$ cat src/rtl/multi_data_issuer.sv
// Request/response front end for a data-dependent-latency compute unit: issues one request at a
// time, checks the completion latency, and queues results behind a ready/valid consumer port.
`timescale 1ns / 1ps

module multi_data_issuer #(
    parameter int unsigned DATA_W  = 32,
    parameter int unsigned TIMEOUT = 8,
    parameter int unsigned DEPTH   = 2
) (
    input  logic              clock,
    input  logic              reset_n,
    input  logic              in_valid,
    output logic              in_ready,
    input  logic [DATA_W-1:0] in_data,
    output logic              start,
    output logic [DATA_W-1:0] inp,
    input  logic              done,
    input  logic [DATA_W-1:0] out,
    output logic              res_valid,
    input  logic              res_ready,
    output logic [DATA_W-1:0] res_data,
    output logic              res_error,
    output logic              protocol_err
);

    localparam int unsigned PtrW       = (DEPTH > 1) ? $clog2(DEPTH) : 1;
    localparam logic [3:0] TimeoutLast = 4'(TIMEOUT - 1);
    localparam logic [2:0] DepthC      = 3'(DEPTH);

    typedef enum logic [1:0] {StIdle, StIssue, StWait} state_e;

    state_e            state_q, state_d;
    logic [DATA_W-1:0] inp_q, inp_d;
    logic [1:0]        lat_q, lat_d;
    logic [3:0]        wcnt_q, wcnt_d;
    logic              armed_q, armed_d;
    logic              perr_q, perr_d;

    logic              push;
    logic [DATA_W-1:0] push_data;
    logic              push_err;
    logic              pop;

    logic [DATA_W-1:0] mem_data_q [DEPTH];
    logic              mem_err_q  [DEPTH];
    logic [PtrW-1:0]   wr_ptr_q, rd_ptr_q;
    logic [2:0]        count_q;

    function automatic logic [PtrW-1:0] ptr_inc(input logic [PtrW-1:0] p);
        if (p == PtrW'(DEPTH - 1)) begin
            return '0;
        end
        return p + 1'b1;
    endfunction

    always_comb begin
        state_d   = state_q;
        inp_d     = inp_q;
        lat_d     = lat_q;
        wcnt_d    = wcnt_q;
        armed_d   = armed_q;
        perr_d    = perr_q;
        push      = 1'b0;
        push_data = '0;
        push_err  = 1'b0;
        in_ready  = 1'b0;
        start     = 1'b0;
        unique case (state_q)
            StIdle: begin
                // Held low during reset even though the state register already reads idle.
                in_ready = reset_n && (count_q < DepthC);
                if (in_valid && in_ready) begin
                    inp_d   = in_data;
                    lat_d   = in_data[1:0];
                    state_d = StIssue;
                end
            end
            StIssue: begin
                start   = 1'b1;
                wcnt_d  = '0;
                state_d = StWait;
            end
            StWait: begin
                if (wcnt_q != 4'hF) begin
                    wcnt_d = wcnt_q + 4'd1;
                end
                // wcnt_q counts cycles since start minus one, so on time means wcnt_q == d.
                if (done) begin
                    push      = 1'b1;
                    push_data = out;
                    push_err  = (wcnt_q != {2'b00, lat_q});
                    armed_d   = 1'b1;
                    state_d   = StIdle;
                end else if (wcnt_q >= TimeoutLast) begin
                    push     = 1'b1;
                    push_err = 1'b1;
                    armed_d  = 1'b1;
                    state_d  = StIdle;
                end
            end
            default: state_d = StIdle;
        endcase
        if (done && armed_q && (state_q != StWait)) begin
            perr_d = 1'b1;
        end
    end

    always_ff @(posedge clock or negedge reset_n) begin
        if (!reset_n) begin
            state_q <= StIdle;
            inp_q   <= '0;
            lat_q   <= '0;
            wcnt_q  <= '0;
            armed_q <= 1'b0;
            perr_q  <= 1'b0;
        end else begin
            state_q <= state_d;
            inp_q   <= inp_d;
            lat_q   <= lat_d;
            wcnt_q  <= wcnt_d;
            armed_q <= armed_d;
            perr_q  <= perr_d;
        end
    end

    assign pop          = res_valid && res_ready;
    assign res_valid    = (count_q != 3'd0);
    assign res_data     = mem_data_q[rd_ptr_q];
    assign res_error    = mem_err_q[rd_ptr_q];
    assign inp          = inp_q;
    assign protocol_err = perr_q;

    always_ff @(posedge clock or negedge reset_n) begin
        if (!reset_n) begin
            for (int unsigned i = 0; i < DEPTH; i++) begin
                mem_data_q[i] <= '0;
                mem_err_q[i]  <= 1'b0;
            end
            wr_ptr_q <= '0;
            rd_ptr_q <= '0;
            count_q  <= '0;
        end else begin
            if (push) begin
                mem_data_q[wr_ptr_q] <= push_data;
                mem_err_q[wr_ptr_q]  <= push_err;
                wr_ptr_q             <= ptr_inc(wr_ptr_q);
            end
            if (pop) begin
                rd_ptr_q <= ptr_inc(rd_ptr_q);
            end
            if (push && !pop) begin
                count_q <= count_q + 3'd1;
            end else if (pop && !push) begin
                count_q <= count_q - 3'd1;
            end
        end
    end

endmodule

$ cat config.mk
export PLATFORM = sky130hd
export DESIGN_NAME = multi_data_issuer
export DESIGN_NICKNAME = d
export VERILOG_FILES = /design/src/rtl/multi_data_issuer.sv
export SDC_FILE = /design/constraint.sdc
export NUM_CORES = 1
export LEC_CHECK = 0
export ABC_AREA = 1
export BUFFER_PORTS_ARGS = -buffer_cell sky130_fd_sc_hd__buf_2
export CAP_MARGIN = 20
export CORE_MARGIN = 10
export CORE_UTILIZATION = 47
export DETAILED_ROUTE_END_ITERATION = 16
export GPL_ROUTABILITY_DRIVEN = 0
export PLACE_DENSITY_LB_ADDON = 0.08
export SLEW_MARGIN = 20
export SYNTH_ARGS = -nofsm -noshare
export SYNTH_HDL_FRONTEND = slang
export SYNTH_SLANG_ARGS = --single-unit
$ cat constraint.sdc
create_clock -name clock -period 1.9 [get_ports clock]
set_input_delay 0.38 -clock clock [delete_from_list [all_inputs] [get_ports clock]]
set_output_delay 0.38 -clock clock [all_outputs]
set_load 0.005 [all_outputs]
**Word level (Yosys, flattened, before mapping)**

Index checks and enable logic that the tools add are counted.

- Bits in registers: 113
- Input port bits: 69
- Output and inout bits: 69
- Word-level logic and storage cells: 91

- Add/sub/neg operators: 5
- Order comparisons: 5
- Equality and inequality tests: 8
- Muxes and demuxes: 39
- Bitwise logic cells: 2
- Reductions and logical operators: 19

Operator list:

| cell | count |
|---|---|
| two-way mux 32 bit | 6 |
| bitwise mux 64 bit | 1 |
| demux 32 bit (select 1 bit) | 1 |
| two-way mux 1 bit | 21 |
| logical AND 1 bit | 8 |
| case mux 4 bit (2 select lines) | 1 |
| AND reduction 2 bit | 4 |
| two-way mux 2 bit | 3 |
| two-way mux 3 bit | 2 |
| inequality test 2 bit (second input constant) | 3 |
| case mux 2 bit (3 select lines) | 1 |
| nonzero test 2 bit | 3 |
| adder 4 x 1 -> 4 bit (second input constant) | 1 |
| greater-or-equal comparator 2 bit (second input constant) | 2 |
| greater-or-equal comparator 4 x 3 -> 1 bit (second input constant) | 1 |
| two-way mux 4 bit | 1 |
| inequality test 4 x 2 -> 1 bit | 1 |
| inequality test 4 bit (second input constant) | 1 |
| NOT 1 -> 2 bit | 2 |
| adder 3 x 1 -> 3 bit (second input constant) | 1 |
| less-than comparator 3 x 2 -> 1 bit (second input constant) | 1 |
| inequality test 3 bit (second input constant) | 1 |
| nonzero test 3 bit | 1 |
| subtractor 3 x 1 -> 3 bit (second input constant) | 1 |
| other kinds (8) | 10 |

**Depth between registers and ports, before layout**

- Depth in word-level cells: 8
- Depth in mapped cells: 12
- Gate-level depth less buffers: 12

**Least setup slack after synthesis**

OpenSTA, ideal clock, no wires.

- Path kind: flip-flop to flip-flop
- Start: reg wcnt_q[0]
- End: reg count_q[2]
- Setup time: 0.123 ns
- Arrival: 1.742 ns
- Data required time: 1.777 ns
- Path slack: 0.036 ns
- Stages on the path, launching flop included: 12
- Path buffers: 0
- Clock period less this slack: 1.864 ns
- Cell sequence: dfrtp_1 ha_1 nand2_2 nand2_2 nand2_1 inv_1 ha_1 inv_1 fa_1 nand2_1 nand3_1 xnor2_1

- Longest elaborated chain between the ends: 7
- Elaborated cells between the ends (all ways): 9
- Classes of those cells: 1 x order compare; 4 x mux; 4 x reduce/logical

RTL lines:

| what | line | text |
|---|---|---|
| start, declared | 35 | `logic [3:0] wcnt_q, wcnt_d;` |
| start signal, assigned | 120 | `wcnt_q <= wcnt_d;` |
| greater-or-equal comparator 4 x 3 -> 1 bit (*) | 94 | `end else if (wcnt_q >= TimeoutLast) begin` |
| two-way mux 1 bit (*) | 94 |  |
| two-way mux 1 bit (*) | 88 | `if (done) begin` |
| two-way mux 1 bit (*) | 68 | `unique case (state_q)` |
| via push | 39 | `logic push;` |
| zero test 1 bit | 153 | `end else if (pop && !push) begin` |
| logical AND 1 bit | 153 |  |
| nonzero test 2 bit (no line) | n/a |  |
| end signal, assigned | 152 | `count_q <= count_q + 3'd1;` |
| end signal, assigned | 154 | `count_q <= count_q - 3'd1;` |
| end, declared | 47 | `logic [2:0] count_q;` |

The timed path passes the listed nets; every way through them passes the cells marked *.
A chain may end at the register's enable or synchronous reset.

**Worst setup path after layout**

- Start: reg rd_ptr_q
- End: out res_data[31]

- Longest elaborated chain between the ends: 4

RTL lines:

| what | line | text |
|---|---|---|
| start, declared | 46 | `logic [PtrW-1:0] wr_ptr_q, rd_ptr_q;` |
| start signal, assigned | 149 | `rd_ptr_q <= ptr_inc(rd_ptr_q);` |
| NOT 1 -> 2 bit (not written as such) | 128 | `assign res_data = mem_data_q[rd_ptr_q];` |
| two-way mux 32 bit (not written as such) (3 in a row) | 128 |  |
| end, declared | 21 | `output logic [DATA_W-1:0] res_data,` |

No other way between the ends. The select of a mux whose other input is x is not followed.

==> impl_metrics.csv <==
group,metric,value,unit
status,status,"finished clean",
route,drt-wirelength-per-cell,15.0,um
yosys,synthTopCellsByCount,"nand2_1 (190), dfrtp_1 (111), o21ai_0 (39), mux2_2 (33), o21ai_1 (33)",
global_route,overflow,0,
yosys,synth_edf_count,0,
route,routed_wl,11900,um
yosys,async_flop_share,100,%
timing,fin_skew,0.0227,ns
floorplan,start_util,48.2,%
floorplan,core-area,10300,um2
floorplan,die_x,123,um
route,firstDrtPassIters,4,
setup_path,reg2reg_slack,0.08,ns
cells_and_area,area_growth,21.7,%
route,ant_nets,0,
timing,max_freq,534,MHz
power_and_ir_drop,irDropWorstVdd,0.000724,V
floorplan,die_y,123,um
yosys,yosysWarnings,0,
yosys,synth.most_common_cell,"nand2_1",
yosys,ys_seq_area_share,55.8,%
yosys,yosys.area.top_type,"dfrtp_1",
cts,numCtsBuffers,9,
placed_design,io_buffers,137,
yosys,syn_area,4980,um2
placed_design,place_hpwl,8010,um
setup_path,cp_top_family,"flip-flops",
setup_path,crit_buf_inv,2,
setup_path,crit_arrival,1.49,ns
cts,htree_levels,3,
cells_and_area,stdcell_count,792,
cts,cts_tree,"built",
setup_path,slowest_delay,0.45,ns
yosys,syn-num-nets,585,
cts,clock_sink_count,111,
global_route,grt_first_pass_wirelength,19100,um
floorplan,pin_count,138,
route,wl_met3,1220,um
power_and_ir_drop,power_density,1280,nW/um2
route,viasPerCell,4.89,
setup_path,cp-end-kind,"primary output",
setup_path,path_max_fanout,17,
setup_path,crit_slowest_cell,"dfrtp_2",
yosys,synth.area.top_cells,"dfrtp_1 (56%), nand2_1 (14%), mux2_2 (7.5%)",
flow_run,drv_cap,0,
yosys,syn_avg_cell_area,9.70,um2
route,met2WireLength,5400,um
timing,fin_ws,0.0282,ns
cts,worstSkewPairLatency,0.37,ns
floorplan,die_area,15100,um2
timing,hold_ws,0.102,ns
placed_design,place_inst,773,
timing,hold_violations,0,
cells_and_area,drive_gt1_share,38.4,%
timing,setup_viol_count_final,0,
cts,path_clk_slew,0.11,ns
route,wl_met1,5160,um
cells_and_area,nets,723,
cts,postCtsHoldBufs,0,
timing,worstMarginPinSlew,0.620,ns
setup_path,path_cells,"buf_12 -> mux2_2 -> buf_2",
route,vias,3875,
global_route,antenna_found_initial,0,
power_and_ir_drop,leakagePower,3.13,nW
setup_path,path_class,"reg2out",
global_route,grt_pass1_vias,3972,
yosys,syn_inst,513,
timing,relSlewSlack,58.6,%
timing,fin_crit,1.87,ns
route,drcViolationCount,0,
yosys,ys_types,27,
route,routed.top_layer,"met4",
floorplan,num_rows,37,
timing,rsz0062_at_grt,"yes",
route,dr.first_iter.drc_count,215,
setup_path,worst_setup_path_start_kind,"flop",
yosys,ys_seq_elements,111,
yosys,synth_ff_type,"dfrtp_1",
min_path,hp-class,"in2async",
cells_and_area,n_antenna_cell,0,
timing,fin_crit_sh,98.5,%
placed_design,place_ws,0.00146,ns
global_route,grt_max_degree,112,
setup_path,cp.required,1.52,ns
timing,drv_slew,0,
yosys,netlist.area_leader.share,55.8,%
cts,cts_max_path_buffers,2,
global_route,grt_usage,15.3,%
cts,cts-root-buf,"clkbuf_8",
worst reg2reg max path: stages (launching register included):
cell and delay (ns):
dfrtp_1 0.37, ha_2 0.20, nand2_2 0.07, nand2_2 0.09, nand2_2 0.07, inv_2 0.06
ha_2 0.17, inv_1 0.06, fa_2 0.33, nand2_1 0.07, nand3_1 0.08, xnor2_1 0.13
registers in the layout, indices dropped and copies added (netlist names):
signal        flops
armed_q           1
count_q           3
inp              32
mem_data_q       64
mem_err_q         2
protocol_err      1
rd_ptr_q          1
state_q           2
wcnt_q            4
wr_ptr_q          1
path summary, 6_finish.rpt:
kind / startpoint / endpoint / cells after the start
worst max-delay path: rd_ptr_q / res_data[31] / 3
worst min-delay path: reset_n / mem_data_q[40] / 2
worst max register to register: wcnt_q[1] / count_q[2] / 11
worst min register to register: mem_data_q[3] / mem_data_q[3] / 2
max in group asynchronous: reset_n / rd_ptr_q / 2
min in group clock: in_data[31] / inp[31] / 3
area by class of cell:
cell class	count	area, um2
tap	136	170
timing repair buffer	157	928
clock inverter	5	40.0
fill	966	4260
inverter	16	60.1
multi-input combinational	356	1930
clock buffer	11	151
sequential	111	2780
stage by stage:
step / area, um2 / TNS, ns / power (mW) / utilization (%)
2_1_floorplan: 4980 / 0 / 5.19 / -
3_3_place_gp: 5810 / 0 / 6.29 / 56.2
3_5_place_dp: 5810 / 0 / 6.37 / 56.2
4_1_cts: 6000 / 0 / 7.75 / 58.2
5_1_grt: 6060 / -0.296 / 8.41 / 58.7
6_report: 6060 / 0 / 7.77 / 58.7
cells in the final DEF (no fill, tap or decap), drive strengths merged:
cell,synthesis,routed
xnor2,2,2
nand3b,1,1
nand2,192,192
nand4,1,1
xor2,1,1
clkinv,0,4
fa,1,1
nand3,8,8
inv,16,17
a31o,1,1
buf,23,156
a21boi,1,1
o21ai,99,99
nor2,11,11
or2,2,2
nor3,1,1
clkbuf,7,12
dfrtp,111,111
ha,2,2
mux2,33,33
cell families (layout without fill, tap and decap cells):
logic type	count (synthesis)	count (layout)	share of synthesized area [%]
AO/OA/AOI/OAI	101	101	12.3
flip-flops	111	111	55.8
buffers and inverters	46	189	5.68
multiplexers	33	33	7.46
adder cells (fa/ha/maj)	3	3	0.905
XOR/XNOR	3	3	0.528
AND/OR/NAND/NOR	216	216	17.3
repair_timing:
| item | 4_1_cts | 5_1_grt |
|---|---|---|
| pin swaps | 1 | 1 |
| cloned | 0 | 2 |
| resized for setup | 4 | 4 |
| setup buffers | 0 | 1 |
| setup endpoints to repair | 2 | 34 |
power by group:
| group | internal [mW] | total [mW] | switching, mW | leakage (nW) |
|---|---|---|---|---|
| Combinational | 1.37 | 2.90 | 1.52 | 1.56 |
| Clock | 0.560 | 1.35 | 0.792 | 0.0999 |
| Sequential | 3.11 | 3.52 | 0.416 | 1.47 |
| Total | 5.04 | 7.77 | 2.73 | 3.13 |
metal layers:
metal  global-route usage (%)  vias to the layer above
met2                     23.6                      119
met4                     3.61                        0
met1                     19.1                     1803
met3                     7.38                        7
met5                        0                        -
li1                         -                     1946
Power figures use the tool's default switching activity.
